$ cat src/rtl/fb_read_arbiter.sv
// Frame-buffer read-port arbiter: VGA (A, high priority) vs OLED (B) with owner-tagged return path.
// Optional macro FB_ARB_STARVE_GUARD_EN lets B win one cycle after MAX_WAIT cycles of waiting.
module fb_read_arbiter #(
   parameter int ADDR_W   = 13,
   parameter int DATA_W   = 16,
   parameter int RD_LAT   = 1,
   parameter int MAX_WAIT = 15
) (
   input  logic              wclk,
   input  logic              rst,
   input  logic              a_req,
   input  logic [ADDR_W-1:0] a_addr,
   output logic              a_gnt,
   output logic              a_rvalid,
   output logic [DATA_W-1:0] a_rdata,
   input  logic              b_req,
   input  logic [ADDR_W-1:0] b_addr,
   output logic              b_gnt,
   output logic              b_rvalid,
   output logic [DATA_W-1:0] b_rdata,
   output logic [ADDR_W-1:0] fb_addr,
   input  logic [DATA_W-1:0] fb_dout,
   output logic [7:0]        b_wait_max
);

`ifdef FB_ARB_STARVE_GUARD_EN
   localparam bit GUARD_EN = 1'b1;
`else
   localparam bit GUARD_EN = 1'b0;
`endif
   localparam logic [7:0] WAIT_LIMIT = 8'(MAX_WAIT);

   // Tag encoding {valid, owner}: owner 0 = A, 1 = B.
   localparam logic [1:0] TAG_NONE = 2'b00;
   localparam logic [1:0] TAG_A    = 2'b10;
   localparam logic [1:0] TAG_B    = 2'b11;

   logic                   guard_fire;
   logic [1:0]             tag_new;
   logic [RD_LAT-1:0][1:0] tag_q, tag_d;
   logic [ADDR_W-1:0]      fb_addr_q, fb_addr_d;
   logic [7:0]             wait_q, wait_d;
   logic [7:0]             wait_max_q, wait_max_d;
   logic                   a_rvalid_q, a_rvalid_d;
   logic                   b_rvalid_q, b_rvalid_d;
   logic [DATA_W-1:0]      a_hold_q, a_hold_d;
   logic [DATA_W-1:0]      b_hold_q, b_hold_d;

   // Grant selection: strict A priority unless the starvation guard fires for B.
   always_comb begin
      guard_fire = 1'b0;
      if (GUARD_EN && b_req && (wait_q >= WAIT_LIMIT)) begin
         guard_fire = 1'b1;
      end else begin
         guard_fire = 1'b0;
      end
      a_gnt = !rst && a_req && !guard_fire;
      b_gnt = !rst && b_req && (!a_req || guard_fire);
   end

   // Next-state for issue address, tag pipeline, wait tracking and return steering.
   always_comb begin
      fb_addr_d  = fb_addr_q;
      tag_new    = TAG_NONE;
      wait_d     = 8'd0;
      wait_max_d = wait_max_q;

      if (a_gnt) begin
         fb_addr_d = a_addr;
         tag_new   = TAG_A;
      end else if (b_gnt) begin
         fb_addr_d = b_addr;
         tag_new   = TAG_B;
      end else begin
         fb_addr_d = fb_addr_q;
         tag_new   = TAG_NONE;
      end

      tag_d[0] = tag_new;
      for (int i = 1; i < RD_LAT; i++) begin
         tag_d[i] = tag_q[i-1];
      end

      if (b_req && !b_gnt) begin
         wait_d = (wait_q == 8'hFF) ? wait_q : wait_q + 8'd1;
      end else begin
         wait_d = 8'd0;
      end

      if (wait_d > wait_max_q) begin
         wait_max_d = wait_d;
      end else begin
         wait_max_d = wait_max_q;
      end

      // The rvalid flops are the final tag stage, aligned with fb_dout from the BRAM.
      a_rvalid_d = (tag_q[RD_LAT-1] == TAG_A);
      b_rvalid_d = (tag_q[RD_LAT-1] == TAG_B);

      if (a_rvalid_q) begin
         a_hold_d = fb_dout;
      end else begin
         a_hold_d = a_hold_q;
      end
      if (b_rvalid_q) begin
         b_hold_d = fb_dout;
      end else begin
         b_hold_d = b_hold_q;
      end
   end

   // State registers with synchronous reset; reset drops every in-flight tag.
   always_ff @(posedge wclk) begin
      if (rst) begin
         tag_q      <= {RD_LAT{TAG_NONE}};
         fb_addr_q  <= {ADDR_W{1'b0}};
         wait_q     <= 8'd0;
         wait_max_q <= 8'd0;
         a_rvalid_q <= 1'b0;
         b_rvalid_q <= 1'b0;
         a_hold_q   <= {DATA_W{1'b0}};
         b_hold_q   <= {DATA_W{1'b0}};
      end else begin
         tag_q      <= tag_d;
         fb_addr_q  <= fb_addr_d;
         wait_q     <= wait_d;
         wait_max_q <= wait_max_d;
         a_rvalid_q <= a_rvalid_d;
         b_rvalid_q <= b_rvalid_d;
         a_hold_q   <= a_hold_d;
         b_hold_q   <= b_hold_d;
      end
   end

   // Returned word bypasses the hold register so data lines up with rvalid.
   assign a_rdata    = a_rvalid_q ? fb_dout : a_hold_q;
   assign b_rdata    = b_rvalid_q ? fb_dout : b_hold_q;
   assign a_rvalid   = a_rvalid_q;
   assign b_rvalid   = b_rvalid_q;
   assign fb_addr    = fb_addr_q;
   assign b_wait_max = wait_max_q;

endmodule

$ cat config.mk
export PLATFORM = sky130hd
export DESIGN_NAME = fb_read_arbiter
export DESIGN_NICKNAME = d
export VERILOG_FILES = /design/src/rtl/fb_read_arbiter.sv
export SDC_FILE = /design/constraint.sdc
export NUM_CORES = 1
export LEC_CHECK = 0
export ABC_AREA = 1
export CORE_AREA = 2 2 93 77
export CTS_CLUSTER_DIAMETER = 40
export CTS_CLUSTER_SIZE = 24
export DETAILED_ROUTE_END_ITERATION = 12
export DIE_AREA = 0 0 95 79
export GPL_TIMING_DRIVEN = 0
export PLACE_DENSITY_LB_ADDON = 0.2
export SETUP_SLACK_MARGIN = 0.02
export SLEW_MARGIN = 5
export SYNTH_ARGS = -nofsm -noshare
export SYNTH_HDL_FRONTEND = slang
export SYNTH_SLANG_ARGS = --single-unit
$ cat constraint.sdc
create_clock -name wclk -period 4.85 [get_ports wclk]
set_input_delay 0.97 -clock wclk [delete_from_list [all_inputs] [get_ports wclk]]
set_output_delay 0.97 -clock wclk [all_outputs]
set_load 0.02 [all_outputs]
==> Word level (Yosys, flattened, before mapping) <==
Cells that the tools add are included.
{ "word_totals": {"regBits": 65, "input_bits": 46, "word_cells": 31} }
{ "op_classes": {"order_cmp": 1, "n_reduce_logical": 9, "n_eq_ne": 3, "mux": 8, "n_addsub": 1} }
{ "ops": {"columns": ["cell", "count"], "rows": [
  ["$mux 16", 2],
  ["$mux 13", 2],
  ["$mux 8", 2],
  ["$add 8x1->8 const B", 1],
  ["$eq 8x8->1 const B", 1],
  ["$gt 8x8->1", 1],
  ["$eq 2x2->1 const B", 2],
  ["$logic_and 1x1->1", 4],
  ["$mux 2", 2],
  ["$logic_not 1->1", 3],
  ["$reduce_bool 2->1", 1],
  ["$reduce_or 2->1", 1]
]} }

==> Depth between registers and ports, before layout <==
Gate-level depths: netlist of run 1.
{ "depth": {"depth_word": 7, "depth_mapped": 18} }

==> Least setup slack after synthesis of run 1 <==
No wires, ideal clock.
{ "synth_path": {"path_type": "input to register", "from": "input port rst", "to": "register wait_max_q[0] (netlist: b_wait_max[0])", "arrival_ns": 2.500, "required_ns": 4.735, "path_slack_ns": 2.235, "cell_stages": 13, "path_cell_list": "buf_6 > o21ai_1 > inv_2 > nand3_1 > inv_1 > ha_1 > a21oi_1 > nor2_1 > nor2_1 > nand2_2 > buf_2 > a21oi_1 > nor2_1"} }
{ "synth_via": {"elab_chain_cells": 7} }
{ "synth_rtl": {"columns": ["element", "line_no", "source"], "rows": [
  ["start, declared", "10", "input logic rst,"],
  ["$logic_not 1->1", "58", "b_gnt = !rst && b_req && (!a_req || guard_fire);"],
  ["$logic_and 1x1->1 (2 in a row)", "58", null],
  ["$logic_not 1->1", "84", "if (b_req && !b_gnt) begin"],
  ["$logic_and 1x1->1", "84", null],
  ["$mux 8", "84", null],
  ["via wait_d[5]", "42", "logic [7:0] wait_q, wait_d;"],
  ["$gt 8x8->1", "90", "if (wait_d > wait_max_q) begin"],
  ["end signal, assigned", "127", "wait_max_q <= wait_max_d;"],
  ["end, declared", "43", "logic [7:0] wait_max_q, wait_max_d;"]
]} }
The timed path passes the listed nets, and every way through them passes these cells.
A chain may end at the register's enable or synchronous reset.

==> Worst setup path after layout of run 1 <==
{ "layout_path": {"from": "input port a_req", "to": "output port a_gnt"} }
{ "layout_via": {"elab_chain_cells": 1} }
{ "layout_rtl": {"columns": ["element", "line_no", "source"], "rows": [
  ["start, declared", "11", "input logic a_req,"],
  ["$logic_and 1x1->1", "57", "a_gnt = !rst && a_req && !guard_fire;"],
  ["end, declared", "13", "output logic a_gnt,"]
]} }
No other way between the ends.

==> impl_metrics.yaml, run 1 <==
clock_tree:
  post-cts-setup-buffer-count: 0
  holdBufCountCts: 0
  cts_tree: "built"
  cts_buffers: 9
  ctsResizeCount: 0
  cts.sinks: 65
  clk_latency_ns: 0.35
  cts_buffer_depth: 2
  path_clk_slew_ns: 0.07
  cts-root-buf: "clkbuf_8"
  htree_levels: 3
placed_design:
  dp_hpwl_um: 5530
  port_buffers: 101
  dpl_cell_area_um2: 4020
  place.gp.congestion: 0.808
sta:
  finalHoldViolations: 0
  tightest_slew_ns: 0.500
  rsz0062_at_grt: "false"
  final-setup-viol-count: 0
  finalCritPeriodShare_pct: 75.9
  fin_crit_ns: 3.68
  fin_skew_ns: 0.00726
  fin_setup_tns_ns: 0
  slew_headroom_pct: 66.7
  timing.fmax_mhz: 272
  drv_slew: 0
synth:
  synth_nets: 468
  synth_edf_count: 0
  synth_ff_type: "dfxtp_1"
  netlist_area_um2: 2900
  yosysMostFrequentCell: "nand2_1"
  ys_ff_latch: 65
  synth_common_cells: "nand2_1 (161), dfxtp_1 (65), a21oi_1 (41)"
  ys_seq_area_share_pct: 44.9
  synth_top_area_share_pct: 44.9
  syn-mean-instance-area_um2: 7.01
  synth.distinct_cells: 23
  synth_warnings: 0
  yosys-top-cells-area: "dfxtp_1 (45%), nand2_1 (21%), a21oi_1 (7.1%)"
  yosys.area.top_type: "dfxtp_1"
  async_reset_ff_share_pct: 0
  synthCells: 413
drt:
  drt-total-wl_um: 7630
  ant_nets: 0
  via_count: 2991
  post_drt_wl_per_cell_um: 12.4
  viasPerCell: 4.85
  drtIter0Drc: 162
  firstDrtPassIters: 6
  drc_errors: 0
cells_and_area:
  postLayoutCoreUtil_pct: 64.1
  diodes: 0
  layout-area-overhead-vs-synth_pct: 47.3
  stdcell_area_um2: 4270
  drive_gt1_share_pct: 7.74
  layout.nets: 580
  n_fill_cell: 585
critical_path:
  required_ns: 3.88
  cp_slowest_cell: "clkdlybuf4s50_1"
  crit_path_cell_trace: "clkdlybuf4s50_1 > nand2_2 > inv_2 > buf_2 > clkdlybuf4s50_1"
  crit_type: "in -> out"
  worstPathMaxFanout: 10
  rrSetupSlack_ns: 2.40
  cpMostUsedCell: "clkdlybuf4s50_1"
  start_kind: "input pin"
  max_stage_delay_ns: 0.64
  critPathArrivalTime_ns: 2.71
  endpoint_kind: "output pin"
grt:
  antenna_found_initial: 0
  track_usage_pct: 21.3
  grt-ovfl-total: 0
  grt_max_degree: 13
  grt_pass1_wl_um: 12400
  first_global_vias: 2767
floorplanning:
  ios: 103
  core-area_um2: 6660
  start_util_pct: 43.5
  fp.dieArea_um2: 7510
  std_cell_rows: 27
  die_x_um: 95
  die_h_um: 79
power:
  powerDensity_nw_per_um2: 370
  finalPower_uw: 1580
  leakage_uw: 0.00191
  vdd_drop_max_v: 0.000224
status:
  status: "finished, final reports clean"
min_path:
  hold_path_class: "reg -> reg"
job:
  maxCapViolCount: 0
[registers in the layout, summed over array words and instances, names as in the netlist]
signal and cells:
a_hold_q 16, b_wait_max 8, wait_q 8, fb_addr 13
a_rvalid 1, tag_q 2, b_rvalid 1, b_hold_q 16
[final timing paths]
| check | depth (start not counted) | from | to |
|---|---|---|---|
| min | 1 | tag_q[0] | a_rvalid |
| min reg2reg | 1 | tag_q[0] | a_rvalid |
| max | 5 | a_req | a_gnt |
| max reg2reg | 15 | wait_q[1] | b_wait_max[1] |
[area by class of cell]
cell class                      count  area [µm²]  area share [%]
Clock inverter                      6         114            2.67
Multi-Input combinational cell    297        1370            32.2
Timing Repair Buffer              101        1010            23.7
Clock buffer                       10         138            3.22
Buffer                             19        96.3            2.26
Inverter                           32         125            2.93
Sequential cell                    65        1300            30.5
Tap cell                           87         109            2.55
[kinds of logic (layout without fill, tap and decap cells)]
group           Yosys count  in the layout  synth area share (%)
simple gates            217            217                  30.6
compound gates           71             71                  12.9
flops                    65             65                  44.9
buf+inv                  51            168                  7.65
fa+ha+maj                 9              9                  3.89
[cell usage in the layout, fill, tap and decap left out, drive strengths merged]
cell type and n:
inv 33, nand3b 2, nand4 1, bufinv 3, buf 10, o21ai 16
nor3 2, a21o 1, clkbuf 19, nand2 164, dfxtp 65, clkdlybuf4s50 101
nor2 30, clkinvlp 2, a31oi 13, nand3 18, a21oi 41, ha 9
[layer usage]
layer / wire, µm / up-vias / global-route usage (%)
met5: 0 / - / 0
met4: 76 / 0 / 5.07
met3: 628 / 6 / 10.8
met2: 3590 / 91 / 33.6
met1: 3330 / 1344 / 26.0
li1: - / 1550 / -
[critical path: cells and delay by family]
kind	cells	cell delay, ns
simple gates	1	0.13
buf+inv	4	1.62
[report_power, final]
group	switching (µW)	internal (µW)	total [µW]
clock network	219	357	576
logic	231	183	414
registers	21.1	570	591
[through the flow]
| step | hold slack, ns | setup slack [ns] | instances |
|---|---|---|---|
| final | 0.409 | 1.17 | 617 |
| after global routing | 0.435 | 1.10 | 617 |
| after CTS | 0.412 | 1.18 | 617 |
| after detailed placement | 0.401 | 1.18 | 601 |
| after global placement | 0.400 | 1.17 | 601 |
| after floorplan | 0.390 | 2.24 | 413 |
Power figures use the tool's default switching activity.
==> run 2: changes to the inputs <==
==> constraint.sdc (replaced) <==
create_clock -name wclk -period 3.47 [get_ports wclk]
set_input_delay 0.694 -clock wclk [delete_from_list [all_inputs] [get_ports wclk]]
set_output_delay 0.694 -clock wclk [all_outputs]
set_load 0.02 [all_outputs]
==> results of run 2 <==
The final DEF is identical to that of run 1. Status: finished, final reports clean.
Main changes from that run: setup slack after placement 1.18 ns -> 0.355 ns; setup slack after layout 1.17 ns -> 0.340 ns; register-to-register setup slack 2.40 ns -> 1.02 ns; total power 1580 µW -> 2210 µW; worst IR drop on VDD 0.000224 V -> 0.000313 V
